### src/rtl/dmem_arbiter.sv
// Data-memory arbiter: the MEM stage and a debug/loader port share one single-port macro.
// The pipeline wins by default; a bounded wait forces a one-cycle debug slot that stalls the pipeline.
module dmem_arbiter #(
    parameter int ADDR_W   = 6,
    parameter int DATA_W   = 32,
    parameter int MAX_WAIT = 8
) (
    input  logic              clk,
    input  logic              rst,

    input  logic              pipe_req,
    input  logic              pipe_we,
    input  logic [31:0]       pipe_addr,
    input  logic [DATA_W-1:0] pipe_wdata,
    output logic [DATA_W-1:0] pipe_rdata,
    output logic              pipe_stall,

    input  logic              dbg_req,
    input  logic              dbg_we,
    input  logic [ADDR_W-1:0] dbg_addr,
    input  logic [DATA_W-1:0] dbg_wdata,
    output logic              dbg_ack,
    output logic [DATA_W-1:0] dbg_rdata,

    output logic [ADDR_W-1:0] mem_addr,
    output logic [DATA_W-1:0] mem_data,
    output logic              mem_wren,
    input  logic [DATA_W-1:0] mem_q
);

    localparam int               CNT_W    = $clog2(MAX_WAIT + 1);
    localparam logic [CNT_W-1:0] CNT_LAST = CNT_W'(MAX_WAIT - 1);

    localparam logic [1:0] ST_IDLE     = 2'd0;
    localparam logic [1:0] ST_FORCE    = 2'd1;
    localparam logic [1:0] ST_DBG_RESP = 2'd2;

    logic [1:0]        r_state;
    logic [1:0]        w_state_nxt;
    logic [CNT_W-1:0]  r_wait_cnt;
    logic [CNT_W-1:0]  w_wait_cnt_nxt;
    logic              r_pipe_rd_pend;
    logic [DATA_W-1:0] r_pipe_rdata_hold;
    logic [DATA_W-1:0] r_dbg_rdata_hold;

    logic              w_pipe_gnt;
    logic              w_dbg_gnt;
    logic              w_force_due;
    logic              w_unused_addr_bits;

    // Only the word-address bits of the pipeline byte address reach the macro.
    assign w_unused_addr_bits = ^{pipe_addr[31:ADDR_W+2], pipe_addr[1:0]};

    // Grants are suppressed while rst is high, which keeps mem_wren low through reset.
    // NOTE: every always_comb output gets a default first so no path can infer a latch.
    always_comb begin
        w_pipe_gnt = 1'b0;
        w_dbg_gnt  = 1'b0;
        if (!rst) begin
            case (r_state)
                ST_IDLE: begin
                    w_pipe_gnt = pipe_req;
                    w_dbg_gnt  = dbg_req && !pipe_req;
                end
                ST_FORCE:    w_dbg_gnt  = 1'b1;
                ST_DBG_RESP: w_pipe_gnt = pipe_req;
                default: ;
            endcase
        end
    end

    assign w_force_due = (r_state == ST_IDLE) && dbg_req && pipe_req && (r_wait_cnt == CNT_LAST);

    always_comb begin
        w_state_nxt = r_state;
        case (r_state)
            ST_IDLE: begin
                if (w_dbg_gnt) begin
                    w_state_nxt = ST_DBG_RESP;
                end else if (w_force_due) begin
                    w_state_nxt = ST_FORCE;
                end
            end
            ST_FORCE:    w_state_nxt = ST_DBG_RESP;
            ST_DBG_RESP: w_state_nxt = ST_IDLE;
            default:     w_state_nxt = ST_IDLE;
        endcase
    end

    // The wait counter only measures how long the current debug request has been passed over.
    always_comb begin
        w_wait_cnt_nxt = r_wait_cnt;
        if (w_dbg_gnt || !dbg_req) begin
            w_wait_cnt_nxt = '0;
        end else if ((r_state == ST_IDLE) && w_pipe_gnt && (r_wait_cnt != CNT_LAST)) begin
            w_wait_cnt_nxt = r_wait_cnt + 1'b1;
        end
    end

    always_comb begin
        mem_addr = '0;
        mem_data = '0;
        mem_wren = 1'b0;
        if (w_dbg_gnt) begin
            mem_addr = dbg_addr;
            mem_data = dbg_wdata;
            mem_wren = dbg_we;
        end else if (w_pipe_gnt) begin
            mem_addr = pipe_addr[ADDR_W+1:2];
            mem_data = pipe_wdata;
            mem_wren = pipe_we;
        end
    end

    // NOTE: sequential state uses non-blocking assignments so every register samples pre-edge values.
    always_ff @(posedge clk) begin
        if (rst) begin
            r_state           <= ST_IDLE;
            r_wait_cnt        <= '0;
            r_pipe_rd_pend    <= 1'b0;
            r_pipe_rdata_hold <= '0;
            r_dbg_rdata_hold  <= '0;
        end else begin
            r_state        <= w_state_nxt;
            r_wait_cnt     <= w_wait_cnt_nxt;
            r_pipe_rd_pend <= w_pipe_gnt && !pipe_we;
            if (r_pipe_rd_pend) begin
                r_pipe_rdata_hold <= mem_q;
            end
            if (r_state == ST_DBG_RESP) begin
                r_dbg_rdata_hold <= mem_q;
            end
        end
    end

    // Read data is forwarded straight from the macro in its valid cycle, then held.
    assign pipe_stall = (r_state == ST_FORCE);
    assign dbg_ack    = (r_state == ST_DBG_RESP);
    assign pipe_rdata = r_pipe_rd_pend ? mem_q : r_pipe_rdata_hold;
    assign dbg_rdata  = dbg_ack ? mem_q : r_dbg_rdata_hold;

    a_one_grant: assert property (@(posedge clk) disable iff (rst) !(w_pipe_gnt && w_dbg_gnt));
    a_no_write_in_reset: assert property (@(posedge clk) rst |-> !mem_wren);

endmodule

### config.mk
export PLATFORM = sky130hd
export DESIGN_NAME = dmem_arbiter
export DESIGN_NICKNAME = d
export VERILOG_FILES = /design/src/rtl/dmem_arbiter.sv
export SDC_FILE = /design/constraint.sdc
export NUM_CORES = 1
export LEC_CHECK = 0
export CORE_MARGIN = 2
export CORE_UTILIZATION = 31
export CTS_BUF_LIST = sky130_fd_sc_hd__clkbuf_8
export DETAILED_ROUTE_END_ITERATION = 6
export PLACE_DENSITY = 0.8
export SLEW_MARGIN = 15
export SYNTH_ARGS = -nofsm -noshare
export SYNTH_HDL_FRONTEND = slang
export SYNTH_SLANG_ARGS = --single-unit
### constraint.sdc
create_clock -name clk -period 1.4 [get_ports clk]
set_input_delay 0.28 -clock clk [delete_from_list [all_inputs] [get_ports clk]]
set_output_delay 0.28 -clock clk [all_outputs]
set_load 0.01 [all_outputs]
==> run metrics <==
WS Path Type=reg -> out; Slew @ Worst Pin=0.8971 ns; Post-Route Setup TNS=-48.14 ns; Synth area leaders=dfxtp_1, mux2_2, nor2b_1; final non-filler cell total=approximately 730; fin nets=roughly 740; failing checks=setup timing; area fraction of the dominant cell type after synthesis=44.78%; DP Worst Slack=-0.8830 ns; crit path buf inv count=4; pin count of the biggest net entering global routing=a little under 70; status=complete, but fails checks; CTS tree=built; Synth Area in Simple Gates=16.52%; Die W=approximately 110 um; Syn Inst Count=between 200 and 300; Fmax=502.6 MHz; detailed placer's ending HPWL=8349 um; r2r setup slk=-0.51 ns; Die Y=between 100 and 150 um; Seq/Total Area, Yosys=between 40 and 50%; Total Routing Usage GR=~24%; Ports=245; number of max-cap violations=0; # DRC=0; crit share post-route=142.1%; Max-slew headroom=40.20%; Min-Delay Path Class=in -> reg; Core Util, Final=73.81%; Iteration-0 DRC Markers=132; # setup viols final=127; GPL Wtd Cong=0.7775; Leak Pwr=~3.3 nW; critical path launch point=r_state[0]$_SDFFE_PP0P_; Synth area leader=dfxtp_1; Syn Area/Cell=10.83 um2; crit path cell chain=nand2b_4, buf_6, buf_8, buf_6, mux2_4, buf_6; cts hold-fix bufs=0; Slowest cell on crit path=dfxtp_4; CP peak stage delay=0.37 ns; Crit. End Element=output pin; setup repair after global routing missed its margin=true; R2R Path End=r_wait_cnt[3]$_SDFFE_PP0P_; top cells by count, synth=dfxtp_1, nor2b_1, mux2_2; start of the worst register-to-register path=r_state[0]$_SDFFE_PP0P_; CTS H-tree depth=3; clock period minus final worst setup slack=between 1.5 and 2 ns; Yosys Warn Count=0; #FFs+latches synth=71; Initial Utilization=about 32%; cell with the most instances after synthesis=dfxtp_1; Routed Antenna Nets=0; Placed Cells=around 640; Worst Path Arrival=1.71 ns; worst r2r path cells=6; crit start category=flip-flop; initial antenna violation count=2; clk_lat worst skew=0.34 ns; CP Depth=6; CP delay by family, top=buffers and inverters; Hold Fails Final Rpt=0; clock skew=0.007553 ns; Sinks on Clock Net=71; vias in the first global route=3755; share of layout cells above drive strength 1=51.75%; largest family of logic cells by synthesized area=multiplexers; Max FO, Critical Path=4; EDFF count, synth=0; Final WS setup=-0.5895 ns; GRT overflow=0; peak supply drop=0.0006917 V; number of iterations in the first detailed-routing pass=5; CP dominant cell by count=buf_6; die area=0.01106 mm2; Max Slew Vio Count=0; final non-filler cell area=0.007281 mm2; wirelength, routed=15130 um; PortBufs=218; first-pass GRT wire length=20780 um; root buffer cell=clkbuf_8; Clock Path Buffers=2; core area=0.009864 mm2; Clock transition at path regs=0.08 ns; multiplexer share of the synthesized area=22.70%; adder-cell area share of the yosys netlist=less than 1%; most common flop cell mapped by yosys=dfxtp_1; post-synthesis xor/xnor area fraction=0%; via count=3581; synthesized area=approximately 0.0032 mm2; pwr/cell area=769.5 mW/mm2; Netlist cell types=25; Fillers=between 600 and 700; Synth Area in Compound Gates=approximately an eighth; required time of the critical path=1.12 ns; wire length per cell=20.62 um; placed inst area=0.005618 mm2; number of core rows=36; DR vias/cell=4.879; Syn Nets=434; FFs w/ async S/R, synth=0%; CTS buffer count=9; crit path to=dbg_rdata[26]; Layout area overhead=129.4%
power breakdown:
part	switching (mW)	total, mW	internal [mW]	leakage (nW)
sequential	0.0271	2.11	2.08	0.579
combinational	0.574	1.61	1.04	2.62
clock	0.824	1.89	1.06	0.109
total	1.42	5.60	4.18	3.31
cell type report:
class / instances / area, um2 / share of cell area [%]
Tap cell: 133 / 166.4 / 2.286
Antenna cell: 2 / 5.005 / 0.06874
Sequential cell: 71 / 1433 / 19.68
Timing Repair Buffer: 313 / 3388 / 46.54
Clock inverter: 6 / 92.59 / 1.272
Multi-Input combinational cell: 196 / 2044 / 28.08
Clock buffer: 10 / 137.6 / 1.890
Inverter: 3 / 13.76 / 0.1890
worst reg2reg max path: stages (launching register included):
cell     delay, ns
dfxtp_4       0.37
buf_4         0.13
buf_4         0.12
buf_4         0.12
or4b_4        0.55
or4_1         0.42
a21oi_1       0.13
metal layers:
metal  vias up  global-route usage [%]  share of wire, %
met5         -                       0                 0
met4         0                   6.286               3.2
met3        39                   5.365               5.5
met2       180                   48.57                56
met1      1724                   24.94                35
li1       1638                       -                 -
cells by family after synthesis:
logic type	count (synthesis)
flops	71
mux	64
fa+ha+maj	1
simple gates	83
compound gates	48
buf+inv	26
sequential cells by signal, indices dropped and copies added (netlist names):
| register | count |
|---|---|
| r_state | 2 |
| r_pipe_rdata_hold | 32 |
| r_dbg_rdata_hold | 32 |
| r_pipe_rd_pend | 1 |
| r_wait_cnt | 4 |
placed cells by master, fill, tap and decap left out, types with 2 or more instances in the layout:
master and n:
diode_2 2, buf_8 4, nand3_1 3, a22o_1 39, nor2b_1 53, buf_2 39, buf_4 21, bufinv_16 2
nand2b_4 2, nor2b_4 12, dfxtp_1 68, buf_6 111, clkbuf_16 5, nor2_4 3, a21oi_1 3, buf_16 10
mux2_4 63, buf_12 10, clkdlybuf4s50_1 110, inv_1 2, clkbuf_8 10, dfxtp_4 3, clkinvlp_4 2
per-stage QoR:
step / power (mW) / hold slack [ns]
after floorplan: 2.580 / 0.3568
after global placement: 3.315 / 0.4782
after detailed placement: 3.333 / 0.4992
after CTS: 5.436 / 0.4364
after global routing: 5.828 / 0.5135
final: 5.602 / 0.4918
repair_timing:
item                                    CTS  global route
setup buffers                            43            27
endpoints found under the setup margin  125           136
cloned                                   12             6
gates resized for setup                 576            88
pin swaps                                22            22
how the worst min path moves through the flow:
stage / start / endpoint / slack, ns / depth (start not counted)
global route: r_wait_cnt[1]$_SDFFE_PP0P_ / r_wait_cnt[1]$_SDFFE_PP0P_ / 0.51 / 2
floorplan: pipe_we / r_pipe_rd_pend$_SDFF_PP0_ / 0.36 / 1
global placement: r_wait_cnt[1]$_SDFFE_PP0P_ / r_wait_cnt[1]$_SDFFE_PP0P_ / 0.48 / 2
CTS: dbg_req / r_state[0]$_SDFFE_PP0P_ / 0.44 / 4
finish: dbg_req / r_state[0]$_SDFFE_PP0P_ / 0.49 / 4
detailed placement: r_wait_cnt[3]$_SDFFE_PP0P_ / r_wait_cnt[3]$_SDFFE_PP0P_ / 0.50 / 2
Note: power is estimated with default switching activity, not from simulation.
